**src/rtl/mem_wb_stage.sv**
```systemverilog
// MEM/WB pipeline register: aligns and extends load data, then registers the
// three writeback candidates, the result select and the qualified write enable.
module mem_wb_stage #(
    parameter int DATA_WIDTH     = 32,
    parameter int REG_ADDR_WIDTH = 5
) (
    input  logic                      clk,
    input  logic                      rst,
    input  logic                      stall,
    input  logic                      flush,
    input  logic                      valid_m,
    input  logic [DATA_WIDTH-1:0]     alu_result_m,
    input  logic [DATA_WIDTH-1:0]     read_data_m,
    input  logic [DATA_WIDTH-1:0]     pc_plus4_m,
    input  logic [REG_ADDR_WIDTH-1:0] rd_m,
    input  logic                      reg_write_m,
    input  logic [1:0]                result_src_m,
    input  logic [2:0]                funct3_m,
    output logic                      valid_w,
    output logic [DATA_WIDTH-1:0]     alu_result_w,
    output logic [DATA_WIDTH-1:0]     load_data_w,
    output logic [DATA_WIDTH-1:0]     pc_plus4_w,
    output logic [REG_ADDR_WIDTH-1:0] rd_w,
    output logic                      reg_write_w,
    output logic [1:0]                result_src_w
);

    logic [1:0]                byteOff;
    logic [7:0]                byteLane;
    logic [15:0]               halfLane;
    logic [DATA_WIDTH-1:0]     loadData;

    logic                      valid_q, valid_d;
    logic [DATA_WIDTH-1:0]     aluResult_q, aluResult_d;
    logic [DATA_WIDTH-1:0]     loadData_q, loadData_d;
    logic [DATA_WIDTH-1:0]     pcPlus4_q, pcPlus4_d;
    logic [REG_ADDR_WIDTH-1:0] rd_q, rd_d;
    logic                      regWrite_q, regWrite_d;
    logic [1:0]                resultSrc_q, resultSrc_d;

    assign byteOff = alu_result_m[1:0];

    always_comb begin
        byteLane = read_data_m[7:0];
        case (byteOff)
            2'd0: byteLane = read_data_m[7:0];
            2'd1: byteLane = read_data_m[15:8];
            2'd2: byteLane = read_data_m[23:16];
            2'd3: byteLane = read_data_m[31:24];
            default: byteLane = read_data_m[7:0];
        endcase
        // Half-word lane ignores byteOff[0]: misaligned halves fall back to the aligned half.
        halfLane = byteOff[1] ? read_data_m[31:16] : read_data_m[15:0];
    end

    always_comb begin
        loadData = read_data_m;
        case (funct3_m)
            3'b000: loadData = {{(DATA_WIDTH-8){byteLane[7]}}, byteLane};
            3'b100: loadData = {{(DATA_WIDTH-8){1'b0}}, byteLane};
            3'b001: loadData = {{(DATA_WIDTH-16){halfLane[15]}}, halfLane};
            3'b101: loadData = {{(DATA_WIDTH-16){1'b0}}, halfLane};
            default: loadData = read_data_m;
        endcase
    end

    always_comb begin
        valid_d     = valid_q;
        aluResult_d = aluResult_q;
        loadData_d  = loadData_q;
        pcPlus4_d   = pcPlus4_q;
        rd_d        = rd_q;
        regWrite_d  = regWrite_q;
        resultSrc_d = resultSrc_q;
        if (flush) begin
            valid_d     = 1'b0;
            aluResult_d = '0;
            loadData_d  = '0;
            pcPlus4_d   = '0;
            rd_d        = '0;
            regWrite_d  = 1'b0;
            resultSrc_d = 2'b00;
        end else if (!stall) begin
            valid_d     = valid_m;
            aluResult_d = alu_result_m;
            loadData_d  = loadData;
            pcPlus4_d   = pc_plus4_m;
            rd_d        = rd_m;
            // x0 is hard-wired, so its writes are dropped before they reach the register file.
            regWrite_d  = reg_write_m & valid_m & (rd_m != '0);
            resultSrc_d = result_src_m;
        end
    end

    always_ff @(posedge clk or posedge rst) begin
        if (rst) begin
            valid_q     <= 1'b0;
            aluResult_q <= '0;
            loadData_q  <= '0;
            pcPlus4_q   <= '0;
            rd_q        <= '0;
            regWrite_q  <= 1'b0;
            resultSrc_q <= 2'b00;
        end else begin
            valid_q     <= valid_d;
            aluResult_q <= aluResult_d;
            loadData_q  <= loadData_d;
            pcPlus4_q   <= pcPlus4_d;
            rd_q        <= rd_d;
            regWrite_q  <= regWrite_d;
            resultSrc_q <= resultSrc_d;
        end
    end

    assign valid_w      = valid_q;
    assign alu_result_w = aluResult_q;
    assign load_data_w  = loadData_q;
    assign pc_plus4_w   = pcPlus4_q;
    assign rd_w         = rd_q;
    assign reg_write_w  = regWrite_q;
    assign result_src_w = resultSrc_q;

endmodule
```
**config.mk**
```make
export PLATFORM = sky130hd
export DESIGN_NAME = mem_wb_stage
export DESIGN_NICKNAME = d
export VERILOG_FILES = /design/src/rtl/mem_wb_stage.sv
export SDC_FILE = /design/constraint.sdc
export NUM_CORES = 1
export LEC_CHECK = 0
export CAP_MARGIN = 5
export CORE_UTILIZATION = 30
export DETAILED_ROUTE_END_ITERATION = 7
export SYNTH_ARGS = -nofsm -noshare
export SYNTH_HDL_FRONTEND = slang
export SYNTH_SLANG_ARGS = --single-unit
```
**constraint.sdc**
```tcl
create_clock -name clk -period 9.18 [get_ports clk]
set_input_delay 1.836 -clock clk [delete_from_list [all_inputs] [get_ports clk]]
set_output_delay 1.836 -clock clk [all_outputs]
set_load 0.005 [all_outputs]
```
==> results.ini, run 1 <==
[logic_synthesis]
synthesis.instances = 472
synth_async_sr_flop_share = 1.00
total_of_flip_flops_plus_latches_after_synthesis = 105
yosys_warnings = 0
mappedNetlistArea_sq_um = 4840
synth-edff-count = 0
postSynthAreaPerCell_sq_um = 10.3
syn_nets = 584
synth_largest_area_cell = sky130_fd_sc_hd__dfrtp_1
synthDominantCellAreaShare = 0.542
synth.top_cells.by_area = sky130_fd_sc_hd__dfrtp_1 (54%), sky130_fd_sc_hd__mux2i_1 (15%), sky130_fd_sc_hd__nor2_1 (7.0%), sky130_fd_sc_hd__a21oi_1 (5.4%), sky130_fd_sc_hd__inv_1 (2.2%)
synthDistinctLibCells = 31
proportion_of_synthesized_chip_area_in_sequential_cells = 0.542
ys_dominant_reg_cell = sky130_fd_sc_hd__dfrtp_1

[clock_tree]
cts_tree = yes
post_cts.resized_instances = 0
cts_htree_levels = 3
clk-insertion-delay-late_ns = 0.34
cts.repair_timing.setup_buffer_count = 0
clock-root-buffer = sky130_fd_sc_hd__clkbuf_16
cts_hold_buf = 0
cts_sinks = 105
tritoncts_buffers = 9
ctsLongestPathBuffers = 2
path_clk_slew_ns = 0.07

[power]
ir_drop_uv = 94.9
p_per_area_nw_per_um2 = 145
internal_power_mw = 0.798
p_sw_mw = 0.279
power.switching_fraction = 0.259
comb_power_share = 0.198
pwr-share-clk = 0.333
seq_power_share = 0.469
power_leakage_nw = 3.31

[worst_setup_path]
endpoint_kind = flip-flop
critical_path_arrival_ns = 4.23
r2r.worst_path.cells = 2
timing.critical_path.fanout_max = 34
critical_path.startpoint_type = primary input
rr_startpoint = load_data_w[8]
rrSetupSlack_ns = 8.16
path_class = in2reg
reg2reg_to = load_data_w[8]
worst_ep_required_time_ns = 9.40

[floorplanning]
floorplan.die_area_sq_um = 16700
die-width_um = 129
ios = 217
fp.coreArea_sq_um = 15800
dieHeight_um = 129
core.rowCount = 46
initial_core_util = 0.306

[routing]
drt_pass1_iterations = 4
first_iter_violations = 244
ant_nets = 0
route.detailed.drc = 0
route.final.wire_length_um = 13900
dr_total_vias = 4136
drt-wirelength-per-cell_um = 15.6
post_drt_via_cell_ratio = 4.66

[grt]
global_route.overflow_total = 0
grt_start_max_net_pins = 85
grt_util_all_layers = 0.172
antenna_found_initial = 0
grt_pass1_vias = 4196
grt_first_pass_wirelength_um = 22100

[status]
outcome = finished, final reports clean

[timing]
final.min_clock_period_ns = 4.01
hold-worst-slack_ns = 0.482
grt_setup_unrepaired = no
finalSetupViolCount = 0
maximum_operating_frequency_ghz = 0.249
sum_of_negative_setup_slack_ns = 0
worst_margin_pin_slew_ns = 1.18
final.setup_skew_ns = 0
timing_hold_violations_final = 0
finalMaxSlewViolations = 0
max-slew-margin-rel = 0.213
layout_setup_ws_ns = 5.17
final_min_period_over_clock_period = 0.437

[hold_path]
worstHoldPathCells = 2
timing.hold.worst_endpoint = load_data_w[13]
hold_path_class = reg2reg
hold_start = load_data_w[13]

[final_layout]
final_non_filler_cell_total = 887
most-common-layout-cells = sky130_fd_sc_hd__clkdlybuf4s50_1 (214), sky130_fd_sc_hd__dfrtp_1 (105), sky130_fd_sc_hd__nor2_1 (90)
nNetsFinal = 778
post_route_cells_drive_above_1_share = 0.0477
antenna_cells = 0
area.sequential_sq_um = 2630
syn_to_final_growth_pct = 53.0
multi_input_comb_area_sq_um = 1950
layout.filler_cells = 1495
final_area_sq_um = 7410
final_common_cell = sky130_fd_sc_hd__clkdlybuf4s50_1

[flow_run]
max-cap-violations = 0

[place]
place.detailed.instances = 871
dp.final_hpwl_um = 9880
dpl-instance-area_sq_um = 7140
place.port_buffers = 216
post-place-ws_ns = 4.84
routability_cong = 0.830

worst max-delay path: stages:
cell and delay, ns:
sky130_fd_sc_hd__clkdlybuf4s50_1 1.25, sky130_fd_sc_hd__mux2_2 0.44, sky130_fd_sc_hd__a31o_2 0.27, sky130_fd_sc_hd__o21bai_4 0.32, sky130_fd_sc_hd__nor2_1 0.10
flip-flops by register name, summed over array words and instances (netlist names):
name,cells
reg_write_w,1
rd_w,5
load_data_w,32
valid_w,1
result_src_w,2
alu_result_w,32
pc_plus4_w,32
cell type report:
cell class	count	area share
Clock buffer	10	0.0309
Clock inverter	6	0.00591
Inverter	29	0.0150
Multi-Input combinational cell	302	0.263
Sequential cell	105	0.355
Tap cell	216	0.0365
Timing Repair Buffer	219	0.294
per-layer routing:
metal,track usage,share of wire
met5,0,0
met4,0.0547,0.014
met3,0.0611,0.082
met2,0.276,0.47
met1,0.217,0.43
cells in the mapped netlist, types with 7 or more instances:
library cell,count
sky130_fd_sc_hd__nand3_1,10
sky130_fd_sc_hd__clkbuf_1,20
sky130_fd_sc_hd__o21ai_0,16
sky130_fd_sc_hd__a21oi_1,52
sky130_fd_sc_hd__nor2_1,90
sky130_fd_sc_hd__mux2i_1,74
sky130_fd_sc_hd__inv_1,29
sky130_fd_sc_hd__buf_2,13
sky130_fd_sc_hd__a31oi_1,7
sky130_fd_sc_hd__dfrtp_1,105
sky130_fd_sc_hd__a221oi_1,7
sky130_fd_sc_hd__nand2_1,9
sky130_fd_sc_hd__mux2_2,7
kinds of logic (layout without fill, tap and decap cells):
kind of cell           Yosys count  after routing  synth area share
and+or+nand+nor                125            125             0.113
buffers and inverters           65            264            0.0553
muxes                           81             81             0.169
AOI/OAI and AO/OA               96             96             0.120
DFF                            105            105             0.542
worst max path at each step:
stage                          startpoint         endpoint  slack [ns]  cells after the start
final                     alu_result_m[1]  load_data_w[29]        5.17                      5
after global routing      alu_result_m[1]  load_data_w[20]        5.01                      5
after CTS                 alu_result_m[1]  load_data_w[29]        5.22                      5
after detailed placement  alu_result_m[1]  load_data_w[22]        4.84                      5
after global placement    alu_result_m[1]  load_data_w[21]        4.91                      5
after floorplan                       rst  alu_result_w[0]        4.58                      1
power groups by stage:
stage / sequential (mW) / combinational [mW] / clock (mW)
2_1_floorplan: 0.515 / 0.0855 / 0
3_3_place_gp: 0.514 / 0.212 / 0
3_5_place_dp: 0.514 / 0.215 / 0
4_1_cts: 0.506 / 0.216 / 0.377
5_1_grt: 0.509 / 0.233 / 0.393
6_report: 0.505 / 0.213 / 0.359
through the flow:
stage | utilization | power (mW)
6_report | 0.468 | 1.08
5_1_grt | 0.468 | 1.13
4_1_cts | 0.468 | 1.10
3_5_place_dp | 0.451 | 0.729
3_3_place_gp | 0.451 | 0.726
2_1_floorplan | - | 0.601
Power figures use the tool's default switching activity.
==> run 2, diff against run 1 <==
==> constraint.sdc (replaced) <==
create_clock -name clk -period 3.85 [get_ports clk]
set_input_delay 0.77 -clock clk [delete_from_list [all_inputs] [get_ports clk]]
set_output_delay 0.77 -clock clk [all_outputs]
set_load 0.005 [all_outputs]
==> run 2 against run 1 <==
Clock power rose to 2.9 times the previous value. Critical path type unchanged. Largest power group unchanged. Register-to-register slack worse by 5.3 ns. Worst setup slack got worse by 4.0 ns. Power grew to 2.6 times the previous value. Highest routed layer unchanged. Combinational power increased by 140%. Utilization increased by 0.66 points. Global-route usage increased by 0.19 points. Die area did not move. First-iteration DRC count grew 39%. Clock skew is the same. Largest cell class unchanged. Critical endpoint is now load_data_w[3].
==> results.ini, run 2 (synthesis gave the netlist of run 1 again) <==
[status]
outcome = finished, final reports clean

[power]
pnr_total_power_mw = 2.77
p_per_area_nw_per_um2 = 368
ir_drop_uv = 197
power_leakage_nw = 3.37

[timing]
grt_setup_unrepaired = no
final_min_period_over_clock_period = 0.694
max-slew-margin-rel = 0.387
hold-worst-slack_ns = 0.481
final.min_clock_period_ns = 2.67
timing_hold_violations_final = 0
worst_margin_pin_slew_ns = 0.919
layout_setup_ws_ns = 1.18
final.setup_skew_ns = 0
maximum_operating_frequency_ghz = 0.374
finalSetupViolCount = 0
finalMaxSlewViolations = 0
sum_of_negative_setup_slack_ns = 0

[routing]
first_iter_violations = 340
route.final.wire_length_um = 14300
ant_nets = 0
route.detailed.drc = 0
drt_pass1_iterations = 5
post_drt_via_cell_ratio = 4.66
drt-wirelength-per-cell_um = 16.0
dr_total_vias = 4147

[clock_tree]
clock-root-buffer = sky130_fd_sc_hd__clkbuf_16
cts.repair_timing.setup_buffer_count = 0
cts_sinks = 105
post_cts.resized_instances = 0
cts_hold_buf = 0
ctsLongestPathBuffers = 2
clk-insertion-delay-late_ns = 0.34
tritoncts_buffers = 9
path_clk_slew_ns = 0.07
cts_htree_levels = 3
cts_tree = yes

[worst_setup_path]
critical_path.startpoint_type = primary input
path_class = in2reg
worst_ep_required_time_ns = 4.05
critical_path_arrival_ns = 2.87
timing.critical_path.fanout_max = 20
endpoint_kind = flip-flop

[final_layout]
final_non_filler_cell_total = 890
final_common_cell = sky130_fd_sc_hd__clkdlybuf4s50_1
postLayoutCoreUtil = 0.475
final_area_sq_um = 7510
syn_to_final_growth_pct = 55.2
nNetsFinal = 782
multi_input_comb_area_sq_um = 1950
antenna_cells = 0
area.sequential_sq_um = 2630
post_route_cells_drive_above_1_share = 0.0519
layout.filler_cells = 1465
most-common-layout-cells = sky130_fd_sc_hd__clkdlybuf4s50_1 (214), sky130_fd_sc_hd__dfrtp_1 (105), sky130_fd_sc_hd__nor2_1 (90)

[place]
post-place-ws_ns = 0.864
place.detailed.instances = 875
dp.final_hpwl_um = 10300
routability_cong = 0.881
place.port_buffers = 216
dpl-instance-area_sq_um = 7180

[grt]
grt_pass1_vias = 4322
grt_start_max_net_pins = 74
global_route.overflow_total = 0
grt_util_all_layers = 0.174
grt_first_pass_wirelength_um = 22300
antenna_found_initial = 0

[floorplanning]
initial_core_util = 0.306
floorplan.die_area_sq_um = 16700
dieHeight_um = 129
core.rowCount = 46
fp.coreArea_sq_um = 15800
ios = 217
die-width_um = 129

[flow_run]
max-cap-violations = 0

[hold_path]
hold_path_class = reg2reg

-- run 2: path summary, 6_finish.rpt --
kind / start / to / slack (ns) / depth (start not counted)
setup / recovery: funct3_m[0] / load_data_w[3] / 1.18 / 5
hold / removal: load_data_w[14] / load_data_w[14] / 0.48 / 2
setup reg to reg: load_data_w[8] / load_data_w[8] / 2.83 / 2
hold reg to reg: load_data_w[14] / load_data_w[14] / 0.48 / 2
max in group asynchronous: rst / load_data_w[29] / 2.09 / 3
min in group asynchronous: rst / alu_result_w[9] / 0.98 / 2
-- run 2: layout make-up --
cell class / instances / share of cell area
clock inverters: 5 / 0.0140
inverters: 29 / 0.0148
flip-flops and latches: 105 / 0.350
repair buffers: 223 / 0.296
well taps: 216 / 0.0360
clock buffers: 10 / 0.0305
multi-input cells: 302 / 0.259
-- run 2: power breakdown --
part           total [mW]  switching (mW)  internal (mW)
Clock                1.05           0.413          0.633
Combinational       0.512           0.215          0.297
Sequential           1.21          0.0389           1.17
Total                2.76           0.667           2.10
-- run 2: per-layer routing --
| layer | share of wire | wire length (um) | GRT usage |
|---|---|---|---|
| met4 | 0.015 | 211 | 0.0616 |
| met2 | 0.48 | 6830 | 0.299 |
| met1 | 0.43 | 6100 | 0.210 |
| met3 | 0.078 | 1110 | 0.0467 |
| met5 | 0 | 0 | 0 |
-- run 2: worst max-delay path, cell delays in order --
cell and delay [ns]:
sky130_fd_sc_hd__clkdlybuf4s50_1 0.75, sky130_fd_sc_hd__nor2b_1 0.75, sky130_fd_sc_hd__o21ai_1 0.28, sky130_fd_sc_hd__a21oi_1 0.22, sky130_fd_sc_hd__a221oi_1 0.09
==> run 3, diff against run 2 <==
==> constraint.sdc (replaced) <==
create_clock -name clk -period 2.2 [get_ports clk]
set_input_delay 0.44 -clock clk [delete_from_list [all_inputs] [get_ports clk]]
set_output_delay 0.44 -clock clk [all_outputs]
set_load 0.005 [all_outputs]
==> run 3 against run 2 <==
Design area grew 1.0%. Combinational power grew 79%. Flip-flop and latch count unchanged. Sequential share of layout area is 0.35 points lower. Highest routed layer unchanged. Worst setup slack got worse by 0.86 ns. First-iteration DRC count is 39% lower. Utilization grew 0.47 points. Largest cell class unchanged. Critical path depth unchanged. Critical path type unchanged. Largest power group unchanged.
==> results.ini, run 3 (synthesis gave the netlist of run 1 again) <==
[timing]
max-slew-margin-rel = 0.643
timing_hold_violations_final = 0
finalMaxSlewViolations = 0
final.setup_skew_ns = 0
grt_setup_unrepaired = no
finalSetupViolCount = 0
final.min_clock_period_ns = 1.88
worst_margin_pin_slew_ns = 0.535
final_min_period_over_clock_period = 0.855
maximum_operating_frequency_ghz = 0.532
hold-worst-slack_ns = 0.431
sum_of_negative_setup_slack_ns = 0

[final_layout]
most-common-layout-cells = sky130_fd_sc_hd__clkdlybuf4s50_1 (214), sky130_fd_sc_hd__dfrtp_1 (105), sky130_fd_sc_hd__nor2_1 (90)
final_common_cell = sky130_fd_sc_hd__clkdlybuf4s50_1
antenna_cells = 0
postLayoutCoreUtil = 0.480
area.sequential_sq_um = 2630
nNetsFinal = 790
syn_to_final_growth_pct = 56.7
post_route_cells_drive_above_1_share = 0.0630
layout.filler_cells = 1462
multi_input_comb_area_sq_um = 1950

[floorplanning]
die-width_um = 129
initial_core_util = 0.306
fp.coreArea_sq_um = 15800
floorplan.die_area_sq_um = 16700
dieHeight_um = 129
ios = 217
core.rowCount = 46

[hold_path]
hold_path_class = in2async

[place]
dp.final_hpwl_um = 10300
routability_cong = 0.807
place.port_buffers = 216

[worst_setup_path]
timing.critical_path.fanout_max = 16
r2r.worst_path.cells = 2
timing.critical_path.to = load_data_w[25]
worst_setup_path_startpoint = alu_result_m[0]
rr_startpoint = load_data_w[8]
rrSetupSlack_ns = 1.17
endpoint_kind = flip-flop
critical_path_arrival_ns = 2.10
reg2reg_to = load_data_w[8]
worst_ep_required_time_ns = 2.42
path_class = in2reg
critical_path.startpoint_type = primary input

[clock_tree]
path_clk_slew_ns = 0.07
cts.repair_timing.setup_buffer_count = 0
clock-root-buffer = sky130_fd_sc_hd__clkbuf_16
cts_hold_buf = 0
tritoncts_buffers = 9
cts_tree = yes
post_cts.resized_instances = 0
cts_sinks = 105
ctsLongestPathBuffers = 2
clk-insertion-delay-late_ns = 0.34
cts_htree_levels = 3

[routing]
route.detailed.drc = 0
dr_total_vias = 4175
ant_nets = 0
drt_pass1_iterations = 4
drt-wirelength-per-cell_um = 15.9
route.final.wire_length_um = 14300
first_iter_violations = 208
post_drt_via_cell_ratio = 4.65

[grt]
grt_first_pass_wirelength_um = 22300
grt_util_all_layers = 0.174
grt_start_max_net_pins = 60
antenna_found_initial = 0
global_route.overflow_total = 0
grt_pass1_vias = 4226

[status]
outcome = finished, final reports clean

[flow_run]
max-cap-violations = 0

[power]
p_per_area_nw_per_um2 = 625
ir_drop_uv = 375
power_leakage_nw = 3.41

## run 3: critical path, cell delays in order
cell	delay, ns
sky130_fd_sc_hd__clkdlybuf4s50_1	0.58
sky130_fd_sc_hd__mux2i_1	0.39
sky130_fd_sc_hd__o221ai_4	0.20
sky130_fd_sc_hd__o21bai_4	0.39
sky130_fd_sc_hd__nor2_1	0.10
## run 3: final cells by class
type / count / share of cell area
flip-flops and latches: 105 / 0.346
repair buffers: 231 / 0.306
multi-input cells: 302 / 0.257
well taps: 216 / 0.0356
clock buffers: 10 / 0.0302
inverters: 29 / 0.0148
clock inverters: 5 / 0.0107
## run 3: report_power, final
part           internal (mW)  switching [mW]  total, mW
Sequential              2.04          0.0685       2.11
Combinational          0.537           0.378      0.915
Clock                  0.993           0.725       1.72
Total                   3.57            1.17       4.75
## run 3: stage by stage
step / cells / power [mW] / setup WS (ns) / instance area, sq um
after global placement: 883 / 3.06 / 0.00283 / 7280
after floorplan: 472 / 2.51 / 0.500 / 4850
after global routing: 898 / 4.98 / 0.198 / 7590
after detailed placement: 883 / 3.07 / -0.0578 / 7280
after CTS: 898 / 4.83 / 0.331 / 7590
final: 898 / 4.75 / 0.320 / 7590
## run 3: per-layer routing
metal,vias to the layer above,part of all wire,wire (um),track usage
met3,15,0.079,1120,0.0450
met2,161,0.46,6620,0.284
li1,2022,-,-,-
met1,1977,0.44,6270,0.222
met4,0,0.020,280,0.0685
met5,-,0,0,0
## run 3: worst min-delay path by stage
stage | start | end | slack (ns)
2_1_floorplan | load_data_w[0] | load_data_w[0] | 0.47
3_3_place_gp | load_data_w[14] | load_data_w[14] | 0.47
3_5_place_dp | load_data_w[14] | load_data_w[14] | 0.48
4_1_cts | rst | pc_plus4_w[15] | 0.43
5_1_grt | rst | alu_result_w[30] | 0.45
6_report | rst | alu_result_w[30] | 0.43
